### src/rtl/fetch_pc_if.sv
// Fetch-stage bus: front-end control and predictor inputs toward the PC unit,
// plus the PC, flush and status outputs coming back.
interface fetch_pc_if #(
    parameter int PC_W = 13
);
    logic            stall;
    logic [5:0]      if_opcode;
    logic            pred_taken;
    logic [PC_W-1:0] pred_target;
    logic            ex_resolve;
    logic            ex_taken;
    logic [PC_W-1:0] ex_target;
    logic [PC_W-1:0] pc;
    logic            flush;
    logic            mispredict;
    logic            fifo_full;
    logic            underflow_err;
    logic [15:0]     mp_count;

    modport master (
        output stall, if_opcode, pred_taken, pred_target,
        output ex_resolve, ex_taken, ex_target,
        input  pc, flush, mispredict, fifo_full, underflow_err, mp_count
    );

    modport slave (
        input  stall, if_opcode, pred_taken, pred_target,
        input  ex_resolve, ex_taken, ex_target,
        output pc, flush, mispredict, fifo_full, underflow_err, mp_count
    );
endinterface

### src/rtl/fetch_pc_unit.sv
// Fetch PC generator: selects hold / predicted target / sequential PC, tracks
// in-flight predictions in a FIFO and redirects + flushes on EX mispredicts.
module fetch_pc_unit #(
    parameter int PC_W       = 13,
    parameter int PC_INC     = 1,
    parameter int RESET_PC   = 0,
    parameter int BEQ_OP     = 4,
    parameter int PRED_DEPTH = 4
) (
    input  logic       clk,
    input  logic       rst_n,
    fetch_pc_if.slave  bus
);
    localparam int PTR_W = $clog2(PRED_DEPTH);
    localparam int CNT_W = PTR_W + 1;

    typedef enum logic [1:0] {RUN, FULL, REDIRECT} state_t;

    state_t           r_state;
    logic [PC_W-1:0]  r_pc;
    logic             r_flush;
    logic             r_mis;
    logic             r_uf;
    logic [15:0]      r_mp;
    logic [PTR_W-1:0] r_rd;
    logic [PTR_W-1:0] r_wr;
    logic [CNT_W-1:0] r_cnt;

    logic             r_q_taken  [PRED_DEPTH];
    logic [PC_W-1:0]  r_q_target [PRED_DEPTH];
    logic [PC_W-1:0]  r_q_fall   [PRED_DEPTH];

    function automatic logic [15:0] sat_inc16(input logic [15:0] v);
        return (v == 16'hFFFF) ? v : v + 16'd1;
    endfunction

    logic            w_is_br;
    logic [PC_W-1:0] w_pc_inc;
    logic            w_empty;
    logic            w_full;
    logic            w_pop;
    logic            w_mis;
    logic            w_can_push;
    logic            w_fetch;
    logic            w_blocked;
    logic            w_push;
    logic            w_advance;

    assign w_is_br    = (bus.if_opcode == 6'(BEQ_OP));
    assign w_pc_inc   = r_pc + PC_W'(PC_INC);
    assign w_empty    = (r_cnt == '0);
    assign w_full     = (r_cnt == CNT_W'(PRED_DEPTH));
    assign w_pop      = bus.ex_resolve & ~w_empty;
    assign w_mis      = w_pop & ((bus.ex_taken != r_q_taken[r_rd]) |
                                 (bus.ex_taken & r_q_taken[r_rd] &
                                  (bus.ex_target != r_q_target[r_rd])));
    // A correct pop frees a slot in the same cycle, so a full FIFO can still accept.
    assign w_can_push = ~w_full | w_pop;
    assign w_fetch    = (r_state != REDIRECT) & ~bus.stall & ~w_mis;
    assign w_blocked  = w_fetch & w_is_br & ~w_can_push;
    assign w_push     = w_fetch & w_is_br & w_can_push;
    assign w_advance  = w_fetch & ~w_blocked;

    always_ff @(posedge clk or negedge rst_n) begin
        if (!rst_n) begin
            r_state <= RUN;
            r_pc    <= PC_W'(RESET_PC);
            r_flush <= 1'b0;
            r_mis   <= 1'b0;
            r_uf    <= 1'b0;
            r_mp    <= '0;
            r_rd    <= '0;
            r_wr    <= '0;
            r_cnt   <= '0;
        end else begin
            r_flush <= w_mis;
            r_mis   <= w_mis;
            if (bus.ex_resolve && w_empty)
                r_uf <= 1'b1;
            if (w_mis) begin
                r_mp    <= sat_inc16(r_mp);
                r_pc    <= bus.ex_taken ? bus.ex_target : r_q_fall[r_rd];
                r_cnt   <= '0;
                r_rd    <= '0;
                r_wr    <= '0;
                r_state <= REDIRECT;
            end else begin
                if (w_advance)
                    r_pc <= (w_is_br && bus.pred_taken) ? bus.pred_target : w_pc_inc;
                if (w_push)
                    r_wr <= r_wr + PTR_W'(1);
                if (w_pop)
                    r_rd <= r_rd + PTR_W'(1);
                r_cnt   <= r_cnt + CNT_W'(w_push) - CNT_W'(w_pop);
                r_state <= w_blocked ? FULL : RUN;
            end
        end
    end

    // Prediction payload is pure data; occupancy is tracked by r_cnt.
    always_ff @(posedge clk) begin
        if (w_push) begin
            r_q_taken[r_wr]  <= bus.pred_taken;
            r_q_target[r_wr] <= bus.pred_target;
            r_q_fall[r_wr]   <= w_pc_inc;
        end
    end

    assign bus.pc            = r_pc;
    assign bus.flush         = r_flush;
    assign bus.mispredict    = r_mis;
    assign bus.fifo_full     = w_full;
    assign bus.underflow_err = r_uf;
    assign bus.mp_count      = r_mp;
endmodule

### src/flat_wrapper.sv
// flat-port wrapper written by rule: the top's interface ports become plain ports
module fetch_pc_unit_flat 
#(
    parameter int PC_W       = 13,
    parameter int PC_INC     = 1,
    parameter int RESET_PC   = 0,
    parameter int BEQ_OP     = 4,
    parameter int PRED_DEPTH = 4
)
  (clk, rst_n, bus_stall, bus_if_opcode, bus_pred_taken, bus_pred_target, bus_ex_resolve, bus_ex_taken, bus_ex_target, bus_pc, bus_flush, bus_mispredict, bus_fifo_full, bus_underflow_err, bus_mp_count);
  fetch_pc_if #(.PC_W(PC_W)) bus_i ();
  input  logic clk;
  input  logic rst_n;
  input wire logic [$bits(bus_i.stall)-1:0] bus_stall;
  input wire logic [$bits(bus_i.if_opcode)-1:0] bus_if_opcode;
  input wire logic [$bits(bus_i.pred_taken)-1:0] bus_pred_taken;
  input wire logic [$bits(bus_i.pred_target)-1:0] bus_pred_target;
  input wire logic [$bits(bus_i.ex_resolve)-1:0] bus_ex_resolve;
  input wire logic [$bits(bus_i.ex_taken)-1:0] bus_ex_taken;
  input wire logic [$bits(bus_i.ex_target)-1:0] bus_ex_target;
  output wire logic [$bits(bus_i.pc)-1:0] bus_pc;
  output wire logic [$bits(bus_i.flush)-1:0] bus_flush;
  output wire logic [$bits(bus_i.mispredict)-1:0] bus_mispredict;
  output wire logic [$bits(bus_i.fifo_full)-1:0] bus_fifo_full;
  output wire logic [$bits(bus_i.underflow_err)-1:0] bus_underflow_err;
  output wire logic [$bits(bus_i.mp_count)-1:0] bus_mp_count;
  assign bus_i.stall = bus_stall;
  assign bus_i.if_opcode = bus_if_opcode;
  assign bus_i.pred_taken = bus_pred_taken;
  assign bus_i.pred_target = bus_pred_target;
  assign bus_i.ex_resolve = bus_ex_resolve;
  assign bus_i.ex_taken = bus_ex_taken;
  assign bus_i.ex_target = bus_ex_target;
  assign bus_pc = bus_i.pc;
  assign bus_flush = bus_i.flush;
  assign bus_mispredict = bus_i.mispredict;
  assign bus_fifo_full = bus_i.fifo_full;
  assign bus_underflow_err = bus_i.underflow_err;
  assign bus_mp_count = bus_i.mp_count;
  fetch_pc_unit #(.PC_W(PC_W), .PC_INC(PC_INC), .RESET_PC(RESET_PC), .BEQ_OP(BEQ_OP), .PRED_DEPTH(PRED_DEPTH)) u_core (.clk(clk), .rst_n(rst_n), .bus(bus_i));
endmodule
### config.mk
export PLATFORM = sky130hd
export DESIGN_NAME = fetch_pc_unit_flat
export DESIGN_NICKNAME = d
export VERILOG_FILES = /design/src/rtl/fetch_pc_if.sv /design/src/rtl/fetch_pc_unit.sv /design/src/flat_wrapper.sv
export SDC_FILE = /design/constraint.sdc
export NUM_CORES = 1
export LEC_CHECK = 0
export CORE_MARGIN = 2
export CORE_UTILIZATION = 25
export DETAILED_ROUTE_END_ITERATION = 16
export DONT_BUFFER_PORTS = 1
export GPL_TIMING_DRIVEN = 0
export HOLD_SLACK_MARGIN = 0.06
export PLACE_DENSITY = 0.43
export SLEW_MARGIN = 20
export SYNTH_ARGS = -nofsm -noshare
export SYNTH_HDL_FRONTEND = slang
export SYNTH_SLANG_ARGS = --single-unit
### constraint.sdc
create_clock -name clk -period 4.7 [get_ports clk]
set_input_delay 1.41 -clock clk [delete_from_list [all_inputs] [get_ports clk]]
set_output_delay 1.41 -clock clk [all_outputs]
set_load 0.01 [all_outputs]
# Word level (Yosys, flattened, before mapping)
# Memory sizes are Yosys's and may differ from the RTL's.
# Index checks and enable logic that the tools add are counted.
op_classes:
  n_bitwise: 19
  n_eq_ne: 6
  n_reduce_logical: 7
  addsub: 6
  n_mux: 13
op_table:
  columns: ["op", "count"]
  rows:
  - ["$mux 13", 4]
  - ["$add 16x1->16 const B", 1]
  - ["$eq 16x16->1 const B", 1]
  - ["$add 13x1->13 const B", 1]
  - ["$ne 13x13->1", 1]
  - ["$and 1x1->1", 10]
  - ["$mux 2", 5]
  - ["$not 1->1", 7]
  - ["$eq 6x3->1 const B", 1]
  - ["$reduce_bool 2->1", 3]
  - ["$add 2x1->2 const B", 2]
  - ["$add 3x1->3", 1]
  - ["$eq 3x3->1 const B", 1]
  - ["$logic_not 3->1", 1]
  - ["$mux 1", 3]
  - ["$mux 3", 1]
  - ["$sub 3x1->3", 1]
  - ["$logic_and 1x1->1", 2]
  - ["$ne 2x2->1 const B", 1]
  - ["$or 1x1->1", 2]
  - ["$reduce_and 2->1", 1]
  - ["$ne 1x1->1", 1]
totals:
  memories: 3
  inputBits: 38
  ram_bits: 108
  regBits: 40
mem_list:
  columns: ["memory", "depth", "word_bits", "read_ports", "rd_ports_with_merged_regs", "write_ports", "line", "source"]
  rows:
  - ["u_core.r_q_fall", 4, 13, 1, 0, 1, "fetch_pc_unit.sv:31", "logic [PC_W-1:0] r_q_fall [PRED_DEPTH];"]
  - ["u_core.r_q_target", 4, 13, 1, 0, 1, "fetch_pc_unit.sv:30", "logic [PC_W-1:0] r_q_target [PRED_DEPTH];"]
  - ["u_core.r_q_taken", 4, 1, 1, 0, 1, "fetch_pc_unit.sv:29", "logic r_q_taken [PRED_DEPTH];"]

# Longest topological paths before layout
# An unclocked memory read counts as a cell.
logic_depth:
  ltp_word: 13
  depth_mapped: 15
  mapped_depth_nobuf: 12

# Worst setup path before layout
# OpenSTA, ideal clock, no wires.
synth_timing:
  path_kind: "reg-to-reg"
  startpoint: "reg u_core.r_rd[0]"
  endpoint: "mem u_core.r_q_fall[0][0], enable pin"
  path_slack_ns: 0.711
  path_stages_with_launch: 11
  setup_time_ns: 0.386
  arrival_time_ns: 3.602
  path_buffers: 3
  required_time_ns: 4.314
  period_less_slack_ns: 3.989
  path_cell_list: "dfrtp_1 buf_4 buf_2 buf_2 mux4_2 ha_1 a211o_1 nor4b_2 a31oi_1 nor2_1 and2_1"
synth_via:
  elab_chain_len: 11
  elab_cells_between_ends: 14
  classes_between: "2 x eq/ne; 2 x mux; 8 x bitwise; 2 x memory"
synth_lines:
  columns: ["item", "line", "source"]
  rows:
  - ["from (decl)", "fetch_pc_unit.sv:25", "logic [PTR_W-1:0] r_rd;"]
  - ["from (signal assigned)", "fetch_pc_unit.sv:93", "r_rd <= r_rd + PTR_W'(1);"]
  - ["$mem_v2 4x13 or $mem_v2 4x1 (tied branches)", null, null]
  - ["$ne 13x13->1 or $and 1x1->1 (tied branches)", "fetch_pc_unit.sv:56, fetch_pc_unit.sv:55", null]
  - ["$and 1x1->1", "fetch_pc_unit.sv:55", "(bus.ex_taken & r_q_taken[r_rd] &"]
  - ["$or 1x1->1 (*)", "fetch_pc_unit.sv:54", "assign w_mis = w_pop & ((bus.ex_taken != r_q_taken[r_rd]) |"]
  - ["$and 1x1->1 (*)", "fetch_pc_unit.sv:54", null]
  - ["$not 1->1 (*)", "fetch_pc_unit.sv:59", "assign w_fetch = (r_state != REDIRECT) & ~bus.stall & ~w_mis;"]
  - ["$and 1x1->1 (*)", "fetch_pc_unit.sv:59", null]
  - ["$and 1x1->1 (*) (2 in a row)", "fetch_pc_unit.sv:61", "assign w_push = w_fetch & w_is_br & w_can_push;"]
  - ["$mux 1 (*)", "fetch_pc_unit.sv:102", "if (w_push) begin"]
  - ["$mux 1 (implied by the code) (*)", "fetch_pc_unit.sv:105", "r_q_fall[r_wr] <= w_pc_inc;"]
  - ["to (decl)", "fetch_pc_unit.sv:31", null]
# Mark *: on every way between the ends. The rest lies on a longest branch, timed or not.

# Final worst setup path
layout_timing:
  startpoint: "reg u_core.r_rd[0]"
  endpoint: "reg u_core.r_cnt[2]"
layout_via:
  elab_chain_len: 12
  elab_cells_between_ends: 15
  classes_between: "2 x add/sub; 2 x eq/ne; 1 x mux; 8 x bitwise; 2 x memory"
layout_lines:
  columns: ["item", "line", "source"]
  rows:
  - ["$mem_v2 4x13 or $mem_v2 4x1 (tied branches)", null, null]
  - ["$ne 13x13->1 or $and 1x1->1 (tied branches)", "fetch_pc_unit.sv:56, fetch_pc_unit.sv:55", null]
  - ["$and 1x1->1", "fetch_pc_unit.sv:55", null]
  - ["$or 1x1->1 (*)", "fetch_pc_unit.sv:54", null]
  - ["$and 1x1->1 (*)", "fetch_pc_unit.sv:54", null]
  - ["$not 1->1", "fetch_pc_unit.sv:59", null]
  - ["$and 1x1->1", "fetch_pc_unit.sv:59", null]
  - ["$and 1x1->1 (2 in a row)", "fetch_pc_unit.sv:61", null]
  - ["$add 3x1->3", "fetch_pc_unit.sv:94", "r_cnt <= r_cnt + CNT_W'(w_push) - CNT_W'(w_pop);"]
  - ["$sub 3x1->3", "fetch_pc_unit.sv:94", null]
  - ["$mux 3 (*)", "fetch_pc_unit.sv:80", "if (w_mis) begin"]
  - ["to (signal assigned)", "fetch_pc_unit.sv:94", null]
  - ["to (decl)", "fetch_pc_unit.sv:27", "logic [CNT_W-1:0] r_cnt;"]
# Marks and branches as above.
# A chain may end at the register's enable or synchronous reset.

==> metrics.md <==
| Metric | Value |
|---|---|
| Run status | completed |
| RSZ-0062 raised after global routing | no |
| Slew headroom | 35.0% |
| CP peak stage delay | 0.59 ns |
| TritonCTS Buffers | 17 |
| Min-delay worst type | reg -> reg |
| Largest area contributor in the netlist | edfxtp_1 |
| GPL Wtd Cong | 0.741 |
| Count of standard-cell rows | 59 |
| Tot GR Track Use | between 10% and 20% |
| Remaining antenna violation count after routing | 0 |
| Reg clk slew, reported paths | 0.06 ns |
| Footprint of the multi-input gates | around 2200 um^2 |
| Core Box Area | around 26000 um^2 |
| Worst Path Max Fanout | 19 |
| Most common cell on crit path | ha_1 |
| Synth Area per Inst | 14.9 um^2 |
| Fin crit period | 4.34 ns |
| Sequential area share after synthesis | 64.7% |
| Endpoints failing hold | 0 |
| # placed instances | 778 |
| Vias in the first global route | 4095 |
| Combinational power share | a little under a quarter |
| Worst vdd ir | roughly 260 uV |
| # setup viols final | 0 |
| Initial Util | 25.2% |
| DP Area | approximately 7000 um^2 |
| Drt drc | 0 |
| Ys flop type | edfxtp_1 |
| Crit. Startpoint | u_core.r_rd[0]$_DFFE_PN0P_ |
| Reg area | 4220 um^2 |
| Sw power | 1.31 mW |
| Layout Skew | 0.00867 ns |
| Critical path, cell by cell | buf_6 > buf_4 > mux4_2 > ha_1 > a211o_1 > nor4b_2 > a31oi_2 > nor2_2 > ha_1 > inv_1 > fa_1 > xor2_1 > xnor2_1 > nor2_1 |
| Ratio of cells with drive above 1 in the final layout | between 15 and 20% |
| Critical path class | reg -> reg |
| Max-cap violations | 0 |
| Most frequent cells in the layout | 108 x edfxtp_1, 39 x dfrtp_1, 33 x nand2_1 |
| Input/output buffers | 0 |
| Non-filler cells, final | 808 |
| PwrDens | 557 nW/um^2 |
| Largest net degree at the start of global routing | 40 |
| Drt first-iter violations | between 200 and 300 |
| Die ar. | 27400 um^2 |
| DR pass1 iterations | 4 |
| Distinct cell type count after synthesis | 41 |
| Cells after Synth | 439 |
| FMAX | 230 MHz |
| Area delta synth->final | 17.6% |
| Synth Cell Area | ~6500 um^2 |
| Routed wire per std cell | 20.8 um |
| Measured slew at the worst slew-check pin | 0.974 ns |
| Die Wd | around 170 um |
| # fillers | approximately 2600 |
| Reg2reg start | u_core.r_rd[0]$_DFFE_PN0P_ |
| Post-Route WL | approximately 17000 um |
| HP Start | u_core.bus.underflow_err$_DFFE_PN0P_ |
| Nets@finish | 508 |
| Vias/cell | roughly 4.6 |
| Setup crit end kind | register |
| Synthesized flop and latch total | 147 |
| Grt ovf | 0 |
| Skew-Pair Late Insertion Delay | about 0.43 ns |
| CTS tree | done |
| P_int | 2.97 mW |
| N_diodes | 0 |
| Ys async rst share | 26.5% |
| Ports | 71 |
| CP max-delay cell | mux4_2 |
| Fin crit share | 92.4% |
| H-tree level count | 4 |
| Global-route wire length before repair | about 26000 um |
| Clock network power share | 34.4% |
| Hold_ws | around 0.55 ns |
| Sw Ratio | 30.5% |
| Root buffer cell | clkbuf_16 |
| DP Wirelength | 11800 um |
| Synth top area share | about half |
| Hold_buf cts | 0 |
| Synthesized Nets | roughly 490 |
| Critical Path Start Type | register |
| Clk sinks | 147 |
| Commonest non-fill, non-tap cell in the layout | edfxtp_1 |
| CP required | roughly 5 ns |
| Initial antenna violation count | 0 |
| Clock tree buffer depth | 2 |
| Yosys warns | 0 |
| Pins over their slew limit | 0 |
| Flop pwr share | 42.4% |
| WP data arrival | 4.64 ns |
| Pleak | about 2.7 nW |
| Number of flops mapped to enable cells by yosys | ~110 |
| Post-CTS Setup Inserts | 0 |
| Fin area | approximately 7700 um^2 |
| Routed vias | roughly 3700 |
| Area contributors post-synth | edfxtp_1 50%, dfrtp_1 15%, mux4_2 8.6%, xnor2_1 3.6%, xor2_1 2.3% |
| Die Ht | around 170 um |
-- layer usage --
metal	part of all wire [%]	vias to the layer above	global-route usage, %
met5	0	-	0
met4	1.8	0	4.43
met1	41	1910	16.0
met2	49	86	22.0
met3	8.2	24	4.85
li1	-	1694	-
-- area by class of cell --
class                           count  share of cell area [%]
Inverter                            9                   0.440
Tap cell                          335                    5.46
Buffer                             18                    1.17
Clock buffer                       18                    5.59
Multi-Input combinational cell    263                    28.6
Timing Repair Buffer                4                    1.04
Sequential cell                   147                    55.0
Clock inverter                     14                    2.74
-- through the flow --
stage | util [%] | power [mW] | worst slack (ns) | TNS (ns)
global route | 29.7 | 4.51 | 0.0108 | 0
CTS | 29.7 | 4.34 | 0.0462 | 0
finish | 29.7 | 4.28 | 0.359 | 0
global placement | 26.9 | 2.82 | -1.03 | -110.36
floorplan | - | 2.52 | 0.711 | 0
detailed placement | 27.2 | 2.86 | -0.429 | -19.96
-- cell usage after synthesis (8+ instances only) --
cell type,count
a21oi_1,12
buf_2,8
edfxtp_1,108
and3_1,14
mux2_2,9
dfrtp_1,39
mux2i_1,14
mux4_2,25
o21ai_0,8
nor2_1,23
clkbuf_1,9
ha_1,9
inv_1,9
nand2_1,33
xnor2_1,27
xor2_1,17
nand3_1,17
-- registers in the layout, indices dropped and copies added (netlist names) --
signal,count
u_core.r_cnt,3
u_core.r_state,1
u_core.r_q_target,52
u_core.bus.flush,1
u_core.bus.pc,13
u_core.r_wr,2
u_core.r_rd,2
u_core.r_q_taken,4
u_core.bus.underflow_err,1
u_core.bus.mp_count,16
u_core.r_q_fall,52
-- final timing paths --
check	endpoint	slack (ns)	cells past startpoint
setup / recovery	u_core.r_cnt[2]$_DFF_PN0_	0.36	14
hold / removal	u_core.bus.underflow_err$_DFFE_PN0P_	0.55	1
setup reg to reg	u_core.r_cnt[2]$_DFF_PN0_	0.36	14
hold reg to reg	u_core.bus.underflow_err$_DFFE_PN0P_	0.55	1
max in group asynchronous	u_core.bus.pc[3]$_DFFE_PN0P_	3.94	0
min in group asynchronous	u_core.r_wr[1]$_DFFE_PN0P_	0.68	0
-- worst max-delay path: cells and delay by family (launching register included) --
kind	cells	cell delay, ns
adder cells (fa/ha/maj)	3	0.87
AND/OR/NAND/NOR	3	0.72
buffers and inverters	3	0.69
multiplexers	1	0.59
AO/OA/AOI/OAI	2	0.58
flip-flops	1	0.44
XOR/XNOR	2	0.32
-- power groups by stage --
stage          Sequential (mW)  Combinational (mW)  Clock [mW]
3_5_place_dp              1.85                1.01           0
2_1_floorplan             1.77               0.753           0
4_1_cts                   1.82                1.02        1.50
6_report                  1.81               0.993        1.47
5_1_grt                   1.84                1.11        1.56
3_3_place_gp              1.84               0.977           0
-- timing repair --
item,in CTS,in global routing
endpoints found under the hold margin,0,0
setup endpoints to repair,90,1
resized for setup,2,2
-- cells by family after synthesis --
logic type	share of synthesized area [%]
flip-flops	64.7
AND/OR/NAND/NOR	8.36
AO/OA/AOI/OAI	4.76
multiplexers	12.3
XOR/XNOR	5.91
buffers and inverters	1.94
adder cells (fa/ha/maj)	2.03
(Power assumes the default switching activity.)
